**config.mk**
```make
export PLATFORM = sky130hd
export DESIGN_NAME = mode_count
export DESIGN_NICKNAME = d
export VERILOG_FILES = /design/src/rtl/mode_count.sv
export SDC_FILE = /design/constraint.sdc
export NUM_CORES = 1
export LEC_CHECK = 0
export BUFFER_PORTS_ARGS = -buffer_cell sky130_fd_sc_hd__clkbuf_2
export CAP_MARGIN = 20
export CORE_MARGIN = 3
export CORE_UTILIZATION = 44
export DETAILED_ROUTE_END_ITERATION = 8
export GPL_TIMING_DRIVEN = 0
export PLACE_DENSITY_LB_ADDON = 0.25
export SYNTH_ARGS = -nofsm -noshare
export SYNTH_HDL_FRONTEND = slang
export SYNTH_SLANG_ARGS = --single-unit
```
**constraint.sdc**
```tcl
create_clock -name clk -period 2.14 [get_ports clk]
set_clock_uncertainty 0.15 [all_clocks]
set_input_delay 0.428 -clock clk [delete_from_list [all_inputs] [get_ports clk]]
set_output_delay 0.428 -clock clk [all_outputs]
set_load 0.02 [all_outputs]
```
**src/rtl/mode_count.sv**
```systemverilog
// ---------------------------------------------------------------------------
// mode_count: parametrised up/down counter with programmable modulus,
// wrap/saturate boundary handling, parallel load, enable prescaler,
// a one-cycle terminal-count pulse and a sticky boundary flag.
//
// Parameters
//   W         counter width in bits (>= 2)
//   PRESCALE  enabled cycles per count step (>= 1, 1 = every enabled cycle)
//
// Ports
//   clk        in   rising-edge clock
//   reset      in   asynchronous active-high reset
//   en         in   count enable, feeds the prescaler
//   load       in   synchronous parallel load strobe
//   load_val   in   W  load value (clipped to modulus)
//   dir        in   1 = up, 0 = down
//   mode       in   0 = wrap at boundary, 1 = saturate at boundary
//   modulus    in   W  upper count limit, range is 0..modulus
//   clr_flags  in   synchronous clear of ovf
//   count      out  W  registered count
//   tc         out  registered one-cycle terminal-count pulse
//   ovf        out  registered sticky boundary flag
//   zero       out  combinational, count == 0
// ---------------------------------------------------------------------------
module mode_count #(
    parameter int W        = 4,
    parameter int PRESCALE = 1
) (
    input  logic         clk,
    input  logic         reset,
    input  logic         en,
    input  logic         load,
    input  logic [W-1:0] load_val,
    input  logic         dir,
    input  logic         mode,
    input  logic [W-1:0] modulus,
    input  logic         clr_flags,
    output logic [W-1:0] count,
    output logic         tc,
    output logic         ovf,
    output logic         zero
);

    localparam int            PW       = (PRESCALE > 1) ? $clog2(PRESCALE) : 1;
    localparam logic [PW-1:0] PRE_LAST = PW'(PRESCALE - 1);

    logic [PW-1:0] r_pre;
    logic [W-1:0]  r_count;
    logic          r_tc;
    logic          r_ovf;

    logic          w_step;
    logic          w_boundary;
    logic [W-1:0]  w_load_clip;
    logic [W-1:0]  w_step_val;

    assign w_step = en && (r_pre == PRE_LAST);

    // ">=" on the way up so a count stranded above a freshly lowered
    // modulus is treated as a boundary rather than running on to wrap at 2^W.
    assign w_boundary  = dir ? (r_count >= modulus) : (r_count == '0);
    assign w_load_clip = (load_val > modulus) ? modulus : load_val;

    always_comb begin
        w_step_val = r_count;
        if (w_boundary) begin
            if (dir) w_step_val = mode ? modulus : '0;
            else     w_step_val = mode ? '0      : modulus;
        end else begin
            w_step_val = dir ? (r_count + W'(1)) : (r_count - W'(1));
        end
    end

    always_ff @(posedge clk or posedge reset) begin
        if (reset) begin
            r_count <= '0;
            r_pre   <= '0;
            r_tc    <= 1'b0;
            r_ovf   <= 1'b0;
        end else if (load) begin
            // A load drops any coincident step and restarts the prescaler phase.
            r_count <= w_load_clip;
            r_pre   <= '0;
            r_tc    <= 1'b0;
            if (clr_flags) r_ovf <= 1'b0;
        end else begin
            if (en) r_pre <= w_step ? '0 : (r_pre + PW'(1));
            if (w_step) begin
                r_count <= w_step_val;
                r_tc    <= w_boundary;
                // A boundary event on the same edge beats a flag clear.
                if (w_boundary)     r_ovf <= 1'b1;
                else if (clr_flags) r_ovf <= 1'b0;
            end else begin
                r_tc <= 1'b0;
                if (clr_flags) r_ovf <= 1'b0;
            end
        end
    end

    assign count = r_count;
    assign tc    = r_tc;
    assign ovf   = r_ovf;
    assign zero  = (r_count == '0);

endmodule
```
==> summary.md, run 1 <==
| Metric | Value |
|---|---|
| Outcome | finished clean |
| R2r setup slk | about 0.13 ns |
| Achievable Freq | between 0.4 and 0.5 GHz |
| Yosys cell types | 27 |
| Initial antenna violation count | 0 |
| DIE HEIGHT | around 46 µm |
| Vias per inst | around 5.6 |
| Worst Path Arrival | a little over 2 ns |
| Effective utilization at floorplan | 50.7% |
| Drt drc | 0 |
| Share of layout cells above drive strength 1 | around 35% |
| Syn nets | 100 |
| CTS Sinks | 7 |
| TritonRoute pass-1 iters | 4 |
| GP Congestion | around 0.80 |
| Setup TNS Final | 0 ns |
| Clk Latency, worst-skew pair | around 0.26 ns |
| Worst r2r dst | count[2] |
| Core area | around 1400 µm² |
| Final WL | approximately 1700 µm |
| Avg WL per Cell | between 10 and 15 µm |
| Fin. max-slew vios | 0 |
| Max Cap Viol | 0 |
| Least-Margin Pin Slew | about 0.31 ns |
| Hold Vio Cnt, Final | 0 |
| Area share of and/or/nand/nor cells after synthesis | between 10% and 20% |
| Fin crit period | between 2 and 2.5 ns |
| Compound-Gate Fraction of Synth Area | 18.7% |
| Clock Path Buffers | 2 |
| Via count | roughly 650 |
| Register Area | approximately 180 µm² |
| Total Power | 0.605 mW |
| Place WS | -0.0625 ns |
| Most frequent cells in the layout | clkbuf_2 (21), inv_1 (12), ha_1 (10), nand2_1 (7), mux2i_1 (6) |
| Synthesized area | around 700 µm² |
| Most common cell after layout, fill and taps aside | clkbuf_2 |
| P per Cell Area | slightly below 700 nW/µm² |
| Critical R2R Launch | count[1] |
| Fill cells | 114 |
| GRT Total Usage | 18.6% |
| Die ar. | 2130 µm² |
| CTS tree | yes |
| Largest family of logic cells by synthesized area | adder cells |
| Post-route insts no fill | ~120 |
| Nets@finish | ~130 |
| Crit Path Class | register to register |
| Number of global-route vias before repair | ~660 |
| Proportion of synthesized area in mux cells | around a tenth |
| CTS clk-pin slew, worst paths | about 0.060 ns |
| Initial DRC count | 8 |
| # setup viols final | 0 |
| Ys Warns | 0 |
| Rows | 13 |
| # H-tree levels | 1 |
| Slew margin rel. | between 70% and 80% |
| Avg Cell Area, Syn | between 9 and 10 µm² |
| Worst setup margin | about 0.13 ns |
| Sequential-to-total area share from yosys stat | between 20 and 25% |
| Post-route ant nets | 0 |
| Area occupied by multi-input gates | roughly 490 µm² |
| Ant diodes | 0 |
| Mapped Cells | 74 |
| R2R depth | 6 |
| Maximum vdd drop | approximately 0.33 mV |
| Hold Path End | r_pre |
| Period utilisation layout | 94.0% |
| IO Pins | 22 |
| First-pass GRT wire length | 2770 µm |
| IO Port Bufs | 21 |
| DP Cell Count | 110 |
| Num CTS Buffers | 3 |
| Hold depth | 2 |
| WP data required | 2.18 ns |
| Worst-path fanout max | 6 |
| Xor and xnor area share after synthesis | about 3.7% |
| Post-DP HPWL | 1290 µm |
| RSZ-0062 raised after global routing | false |
| Clock Tree Root | clkbuf_4 |
| Grt total ovfl | 0 |
| Seq cells post-synth | 7 |
| Startpoint Class | register |
| Largest net degree at the start of global routing | 8 |
| Hold Crit Start | en |
| Die W | approximately 46 µm |
| Post-Synth Adder-Cell Area | a little over 20% |
| Syn-to-layout area delta | 24.2% |
| CP endpoint kind | register |
| Final Core Density | a little over three fifths |
| Hold Crit Class | input port to register |
| Lkg Pwr | between 0.4 and 0.5 nW |
==> synth_stat cells <==
library cell / instances / area [µm²]
a21boi_0: 2 / 15.0
a21o_2: 1 / 8.76
a21oi_1: 4 / 20.0
a41oi_1: 1 / 8.76
and2_1: 1 / 6.26
dfrtp_1: 7 / 175
fa_1: 1 / 20.0
ha_1: 10 / 125
inv_1: 12 / 45.0
mux2_4: 1 / 15.0
mux2i_1: 6 / 60.1
nand2_1: 7 / 26.3
nand2_4: 1 / 11.3
nand3_1: 2 / 10.0
nor2_1: 2 / 7.51
nor2b_1: 1 / 6.26
nor3_1: 1 / 5.00
nor3b_1: 1 / 7.51
nor4_4: 1 / 21.3
o2111ai_2: 1 / 15.0
o211ai_1: 1 / 7.51
o221ai_1: 3 / 26.3
o221ai_2: 1 / 15.0
o22ai_1: 1 / 6.26
o32a_1: 1 / 10.0
or2_4: 1 / 8.76
xnor2_1: 3 / 26.3
==> metal layers <==
metal	vias to the layer above	share of wire (%)	track usage, %	routed length, µm
li1	320	-	-	-
met1	303	40	20.5	660
met2	27	51	33.8	857
met3	4	6.8	2.73	113
met4	0	2.2	9.66	37
met5	-	0	0	0
==> repair_timing <==
action,4_1_cts,5_1_grt
setup endpoints to repair,1,2
hold buffers,1,0
gates resized for setup,0,1
pin swaps,0,0
buffers inserted,1,0
hold endpoints to repair,7,0
==> cells by family (layout without fill, tap and decap cells) <==
family,Yosys count,in the layout
adder cells (fa/ha/maj),11,11
AO/OA/AOI/OAI,16,16
buffers and inverters,12,39
multiplexers,7,7
XOR/XNOR,3,3
AND/OR/NAND/NOR,18,18
flip-flops,7,7
==> worst max-delay path: stages, from the launching register on <==
cell       delay (ns)
dfrtp_2          0.47
ha_1             0.29
o211ai_1         0.21
o2111ai_2        0.21
nand2_4          0.16
mux2_4           0.30
o221ai_2         0.15
==> worst max path at each step <==
stage	startpoint	end	slack, ns	cells past startpoint
2_1_floorplan	count[0]	count[2]	0.08	7
3_3_place_gp	modulus[0]	count[2]	-0.02	7
3_5_place_dp	modulus[0]	count[2]	-0.06	7
4_1_cts	count[1]	count[2]	0.07	6
5_1_grt	count[1]	count[2]	0.01	6
6_report	count[1]	count[2]	0.13	6
==> flip-flops by register name, summed over array words and instances (netlist names) <==
name / count
count: 4
ovf: 1
r_pre: 1
tc: 1
==> where the power goes <==
part	switching [mW]	internal, mW	total, mW
sequential	0.0319	0.152	0.184
clock	0.0612	0.0690	0.130
combinational	0.154	0.138	0.292
==> through the flow <==
step           area [µm²]  hold WS [ns]
4_1_cts               880         0.202
6_report              881         0.198
5_1_grt               881         0.185
3_5_place_dp          835         0.194
2_1_floorplan         711        0.0813
3_3_place_gp          835         0.194
==> final cells by class <==
cell class	instances	area share, %
Clock buffer	3	2.56
Tap cell	15	2.13
Sequential cell	7	20.2
Multi-Input combinational cell	55	55.5
Inverter	12	5.11
Timing Repair Buffer	23	13.9
Clock inverter	1	0.568
Note: power is estimated with default switching activity, not from simulation.
==> inputs of run 2 (changes only) <==
--- a/config.mk
+++ b/config.mk
@@ -8,7 +8,7 @@
 export BUFFER_PORTS_ARGS = -buffer_cell sky130_fd_sc_hd__clkbuf_2
 export CAP_MARGIN = 20
 export CORE_MARGIN = 3
-export CORE_UTILIZATION = 44
+export CORE_UTILIZATION = 49
 export DETAILED_ROUTE_END_ITERATION = 8
 export GPL_TIMING_DRIVEN = 0
 export PLACE_DENSITY_LB_ADDON = 0.25
==> constraint.sdc (replaced) <==
create_clock -name clk -period 2.3 [get_ports clk]
set_clock_uncertainty 0.15 [all_clocks]
set_input_delay 0.46 -clock clk [delete_from_list [all_inputs] [get_ports clk]]
set_output_delay 0.46 -clock clk [all_outputs]
set_load 0.02 [all_outputs]
==> run 2 against run 1 <==
Net effect:
- combinational power fell by 10%
- non-clock buffer count fell by 1
- first-iteration DRC count rose by 50%
- clock power fell by 15%
- die area fell by 8.9%
- hold slack improved by 0.035 ns
- sequential power fell by 4%
- fmax fell by 6.0%
- core utilization rose by 2.3 points
- total power fell by 9.5%
- register-to-register slack improved by 0.03 ns
- sequential share of layout area rose by 0.088 points
- largest power group unchanged
==> summary.md, run 2 (synthesis gave the netlist of run 1 again) <==
| Metric | Value |
|---|---|
| Outcome | finished clean |
| Setup TNS Final | 0 ns (unchanged) |
| Clock Path Buffers | 2 (unchanged) |
| Ant diodes | 0 (unchanged) |
| Post-route ant nets | 0 (unchanged) |
| Clk Latency, worst-skew pair | 0.25 ns (about the same) |
| Clock Tree Root | clkbuf_4 |
| Vias per inst | 5.42 (-3.9%) |
| Internal power | 0.332 mW (-7.3%) |
| # setup viols final | 0 (unchanged) |
| Slowest cell delay on critical path | 0.46 ns (about the same) |
| Most frequent cells in the layout | clkbuf_2 (21), inv_1 (12), ha_1 (10), nand2_1 (7) |
| Lkg Pwr | 0.454 nW (-1.4%) |
| Share of layout cells above drive strength 1 | 32.0% (-2.7 points) |
| Via count | 623 (-4.7%) |
| Clk pwr share | 20.1% (-1.4 points) |
| Least-Margin Pin Slew | 0.341 ns (+0.0287 ns) |
| Nets@finish | 127 (-0.78%) |
| Drt drc | 0 (unchanged) |
| WP data required | 2.32 ns (+0.14 ns) |
| CTS clk-pin slew, worst paths | 0.05 ns (about the same) |
| Syn-to-layout area delta | 22.8% |
| First-pass GRT wire length | 2660 µm (-4.2%) |
| IO Pins | 22 (unchanged) |
| Die ar. | 1940 µm² (-8.9%) |
| Rows | 13 (unchanged) |
| Grt total ovfl | 0 (unchanged) |
| Switching Share | 39.4% (-1.4 points) |
| Fin. max-slew vios | 0 (unchanged) |
| Fin crit period | 2.14 ns (+0.129 ns) |
| Cell Chain, Critical Path | inv_1 > ha_1 > nor3b_1 > o2111ai_2 > nand2_4 > mux2_4 > o221ai_2 |
| P_sw | 0.216 mW (-13%) |
| Slew margin rel. | 77.3% (-1.8 points) |
| Combinational Power Share | 47.7% (-0.5 points) |
| Place WS | 0.0774 ns (+0.140 ns) |
| CP endpoint kind | register |
| Die W | 44.1 µm (-4.6%) |
| Num CTS Buffers | 3 (unchanged) |
| CTS tree | yes |
| Final WL | 1500 µm (-10%) |
| Avg WL per Cell | 13.0 µm (-9.4%) |
| Startpoint Class | register |
| Largest register FFs | 4 (unchanged) |
| Post-DP HPWL | 1280 µm (-0.51%) |
| Period utilisation layout | 93.1% (-0.95 points) |
| TritonRoute pass-1 iters | 4 (unchanged) |
| Core area | 1330 µm² (-4.7%) |
| Hold Crit Class | input port to register |
| Hold Vio Cnt, Final | 0 (unchanged) |
| Number of global-route vias before repair | 593 (-9.6%) |
| IO Port Bufs | 21 (unchanged) |
| Postcts setup bufs | 0 (-1) |
| Crit Path Class | register to register |
| Effective utilization at floorplan | 53.2% (+2.5 points) |
| Achievable Freq | 0.467 GHz (-6.0%) |
| CTS Sinks | 7 (unchanged) |
| GRT Total Usage | 18.6% (-0.081 points) |
| Fill cells | 116 (+1.8%) |
| Worst Path Arrival | 2.16 ns (+0.11 ns) |
| Flop pwr share | 32.2% (+1.9 points) |
| # H-tree levels | 1 (unchanged) |
| Max Cap Viol | 0 (unchanged) |
| Most common cell after layout, fill and taps aside | clkbuf_2 |
| Maximum vdd drop | 0.534 mV (+63%) |
| Worst setup margin | 0.159 ns (+0.0315 ns) |
| DIE HEIGHT | 44.1 µm (-4.6%) |
| Initial DRC count | 12 (+4) |
| RSZ-0062 raised after global routing | false |
| P per Cell Area | 629 nW/µm² (-8.4%) |
| Slowest CP cell | dfrtp_2 |
| Initial antenna violation count | 0 (unchanged) |
| GP Congestion | 0.746 (-7.2%) |
| Largest net degree at the start of global routing | 8 (unchanged) |
| Worst-path fanout max | 7 (+1) |
run 2: cell type report:
type,instances,area [µm²],area share [%]
Multi-Input combinational cell,55,489,56.2
Sequential cell,7,176,20.3
Timing Repair Buffer,22,115,13.2
Inverter,12,45.0,5.17
Clock buffer,4,26.3,3.02
Tap cell,15,18.8,2.16
run 2: metal layers:
layer	vias to the layer above	track usage, %	wire, µm
met3	0	6.10	89
met1	290	27.0	702
li1	318	-	-
met4	0	1.81	0
met5	-	0	0
met2	15	27.9	708
run 2: path summary, 6_finish.rpt:
| path | endpoint | cells after the start | slack, ns | startpoint |
|---|---|---|---|---|
| min reg2reg | r_pre | 2 | 0.38 | r_pre |
| min | ovf | 2 | 0.23 | clr_flags |
| max in group asynchronous | count[0] | 3 | 1.25 | reset |
| max reg2reg | count[2] | 7 | 0.16 | count[0] |
| max | count[2] | 7 | 0.16 | count[0] |
| min in group asynchronous | ovf | 3 | 0.52 | reset |
run 2: metrics by stage:
step	hold WS, ns	util (%)	std cells	power, mW	instance area (µm²)
after floorplan	0.113	-	74	0.361	709
after CTS	0.236	65.2	115	0.551	870
after global routing	0.234	65.3	115	0.591	871
after global placement	0.226	62.5	110	0.429	833
final	0.233	65.3	115	0.548	871
after detailed placement	0.233	62.5	110	0.439	833
run 2: critical path: cells and delay by family, from the launching register on:
| kind | cells | cell delay, ns |
|---|---|---|
| buffers and inverters | 1 | 0.07 |
| muxes | 1 | 0.31 |
| AOI/OAI and AO/OA | 2 | 0.40 |
| adders and majority gates | 1 | 0.27 |
| DFF | 1 | 0.46 |
| and+or+nand+nor | 2 | 0.40 |
run 2: power groups by stage:
stage               sequential [mW]  clock (mW)  combinational, mW
CTS                           0.176       0.111              0.263
floorplan                     0.190           0              0.171
global route                  0.180       0.118              0.292
finish                        0.177       0.110              0.262
detailed placement            0.178           0              0.260
global placement              0.176           0              0.253
run 2: what timing repair did:
item                                    4_1_cts  5_1_grt
endpoints found under the hold margin         7        0
hold buffers                                  1        0
gates resized for setup                       0        1
endpoints found under the setup margin        0        3
==> inputs of run 3 (changes only) <==
--- a/config.mk
+++ b/config.mk
@@ -5,6 +5,7 @@
 export SDC_FILE = /design/constraint.sdc
 export NUM_CORES = 1
 export LEC_CHECK = 0
+export ABC_AREA = 0
 export BUFFER_PORTS_ARGS = -buffer_cell sky130_fd_sc_hd__clkbuf_2
 export CAP_MARGIN = 20
 export CORE_MARGIN = 3
@@ -12,6 +13,7 @@
 export DETAILED_ROUTE_END_ITERATION = 8
 export GPL_TIMING_DRIVEN = 0
 export PLACE_DENSITY_LB_ADDON = 0.25
+export RECOVER_POWER = 50
 export SYNTH_ARGS = -nofsm -noshare
 export SYNTH_HDL_FRONTEND = slang
 export SYNTH_SLANG_ARGS = --single-unit
==> run 3 against run 2 <==
Net effect:
- critical path depth stayed put
- core utilization decreased by 0.19 points
- largest power group unchanged
- sequential power about the same
- total power down 0.33%
- flip-flop and latch count did not move
- highest routed layer unchanged
- via count fell by 1.3%
- non-clock buffer count is the same
- first-iteration DRC count shrank 17%
- hold slack worse by 0.0010 ns
==> summary.md, run 3 (synthesis gave the netlist of run 1 again) <==
| Metric | Value |
|---|---|
| RSZ-0062 raised after global routing | false |
| Rows | 13 (unchanged) |
| Most frequent cells in the layout | clkbuf_2 (19), inv_1 (12), ha_1 (10), nand2_1 (7) |
| Post-route ant nets | 0 (unchanged) |
| Hold Crit Start | clr_flags |
| Num CTS Buffers | 3 (unchanged) |
| Share of layout cells above drive strength 1 | 30.0% (-2.0 points) |
| Least-Margin Pin Slew | 0.338 ns (-0.00260 ns) |
| Syn-to-layout area delta | 22.4% |
| Largest net degree at the start of global routing | 8 (unchanged) |
| Hold Crit Class | input port to register |
| Fin. max-slew vios | 0 (unchanged) |
| # setup viols final | 0 (unchanged) |
| Worst setup margin | 0.160 ns (+0.000221 ns) |
| Worst Path Arrival | 2.16 ns (about the same) |
| Core area | 1330 µm² (unchanged) |
| Clock Tree Root | clkbuf_4 |
| CTS clk-pin slew, worst paths | 0.05 ns (about the same) |
| Vias per inst | 5.35 (-1.3%) |
| Slowest cell delay on critical path | 0.47 ns (about the same) |
| Lkg Pwr | 0.447 nW (-1.5%) |
| CP endpoint kind | register |
| Setup TNS Final | 0 ns (unchanged) |
| Slew margin rel. | 77.4% (+0.17 points) |
| CTS Sinks | 7 (unchanged) |
| Total Power | 0.546 mW (-0.33%) |
| Die ar. | 1940 µm² (unchanged) |
| Maximum vdd drop | 0.532 mV (-0.36%) |
| Cell Chain, Critical Path | inv_1 > ha_1 > nor3b_1 > o2111ai_2 > nand2_4 > mux2_4 > o221ai_2 |
| # H-tree levels | 1 (unchanged) |
| Hold depth | 2 (unchanged) |
| Fill cells | 117 (+0.86%) |
| IO Pins | 22 (unchanged) |
| Period utilisation layout | 93.1% (about the same) |
| Number of global-route vias before repair | 593 (unchanged) |
| Crit Path Class | register to register |
| DP Cell Count | 110 (unchanged) |
| Fin crit period | 2.14 ns (-0.000221 ns) |
| IO Port Bufs | 21 (unchanged) |
| Achievable Freq | 0.467 GHz (about the same) |
| P per Cell Area | 629 nW/µm² (about the same) |
| WP data required | 2.32 ns (about the same) |
| Die W | 44.1 µm (unchanged) |
| Nets@finish | 127 (unchanged) |
| Outcome | finished clean |
| Place WS | 0.0774 ns (unchanged) |
| CTS tree | yes |
| CP bufs+invs | 1 (unchanged) |
| R2R depth | 7 (unchanged) |
| Final WL | 1500 µm (about the same) |
| Slowest CP cell | dfrtp_2 |
| Post-DP HPWL | 1280 µm (unchanged) |
| Worst r2r dst | count[2] |
| Hold Vio Cnt, Final | 0 (unchanged) |
| Worst-path fanout max | 7 (unchanged) |
| First-pass GRT wire length | 2660 µm (unchanged) |
| Most common cell after layout, fill and taps aside | clkbuf_2 |
| Max Cap Viol | 0 (unchanged) |
| Post-route insts no fill | 115 (unchanged) |
| Clock Path Buffers | 2 (unchanged) |
| GP Congestion | 0.746 (unchanged) |
| GRT Total Usage | 18.6% (unchanged) |
| Critical R2R Launch | count[0] |
| DIE HEIGHT | 44.1 µm (unchanged) |
| Largest register FFs | 4 (unchanged) |
| Grt total ovfl | 0 (unchanged) |
| CP Depth | 7 (unchanged) |
| Clk Latency, worst-skew pair | 0.25 ns (about the same) |
| TritonRoute pass-1 iters | 4 (unchanged) |
| Effective utilization at floorplan | 53.2% (unchanged) |
| Drt drc | 0 (unchanged) |
| Startpoint Class | register |
| Hold Path End | ovf |
| Initial DRC count | 10 (-2) |
| CP top delay family | flip-flops |
| Initial antenna violation count | 0 (unchanged) |
| Via count | 615 (-1.3%) |
| R2r setup slk | 0.16 ns (about the same) |
| Avg WL per Cell | 13.0 µm (about the same) |
| Ant diodes | 0 (unchanged) |
-- run 3: cell counts in the layout (fill, tap and decap cells not counted) --
Identical to the previous run, type by type.
-- run 3: timing repair --
action | CTS | global route
gates resized for setup | 0 | 1
endpoints found under the setup margin | 0 | 3
hold buffers | 1 | 0
endpoints found under the hold margin | 7 | 0
buffers inserted | 0 | 0
-- run 3: power breakdown --
part / internal [mW] / switching, mW
combinational: 0.124 / 0.135
sequential: 0.141 / 0.0365
clock: 0.0661 / 0.0435
-- run 3: cell type report --
| class | instances | area (µm²) | area share [%] |
|---|---|---|---|
| well taps | 15 | 18.8 | 2.16 |
| flip-flops and latches | 7 | 176 | 20.3 |
| clock buffers | 4 | 26.3 | 3.03 |
| multi-input cells | 55 | 489 | 56.3 |
| repair buffers | 22 | 113 | 13.0 |
| inverters | 12 | 45.0 | 5.19 |
-- run 3: worst max path at each step --
stage | startpoint | endpoint | slack [ns]
after floorplan | count[0] | count[2] | 0.13
after global placement | modulus[0] | count[2] | 0.11
after detailed placement | count[0] | count[2] | 0.08
after CTS | count[0] | count[2] | 0.06
after global routing | count[0] | count[2] | 0.03
final | count[0] | count[2] | 0.16
-- run 3: worst reg2reg max path: stages (launching register included) --
cell and delay (ns):
dfrtp_2 0.47, inv_1 0.07, ha_1 0.27, nor3b_1 0.24, o2111ai_2 0.25, nand2_4 0.16, mux2_4 0.31, o221ai_2 0.15
-- run 3: per-layer routing --
layer,part of all wire [%],track usage (%),vias up
li1,-,-,320
met1,46,27.0,279
met2,49,27.9,16
met3,5.3,6.10,0
met4,0,1.81,0
met5,0,0,-
-- run 3: per-stage QoR --
| stage | utilization (%) | hold WS, ns | instance area [µm²] |
|---|---|---|---|
| 4_1_cts | 65.2 | 0.236 | 870 |
| 2_1_floorplan | - | 0.113 | 709 |
| 3_5_place_dp | 62.5 | 0.233 | 833 |
| 3_3_place_gp | 62.5 | 0.226 | 833 |
| 6_report | 65.1 | 0.232 | 868 |
| 5_1_grt | 65.1 | 0.234 | 868 |
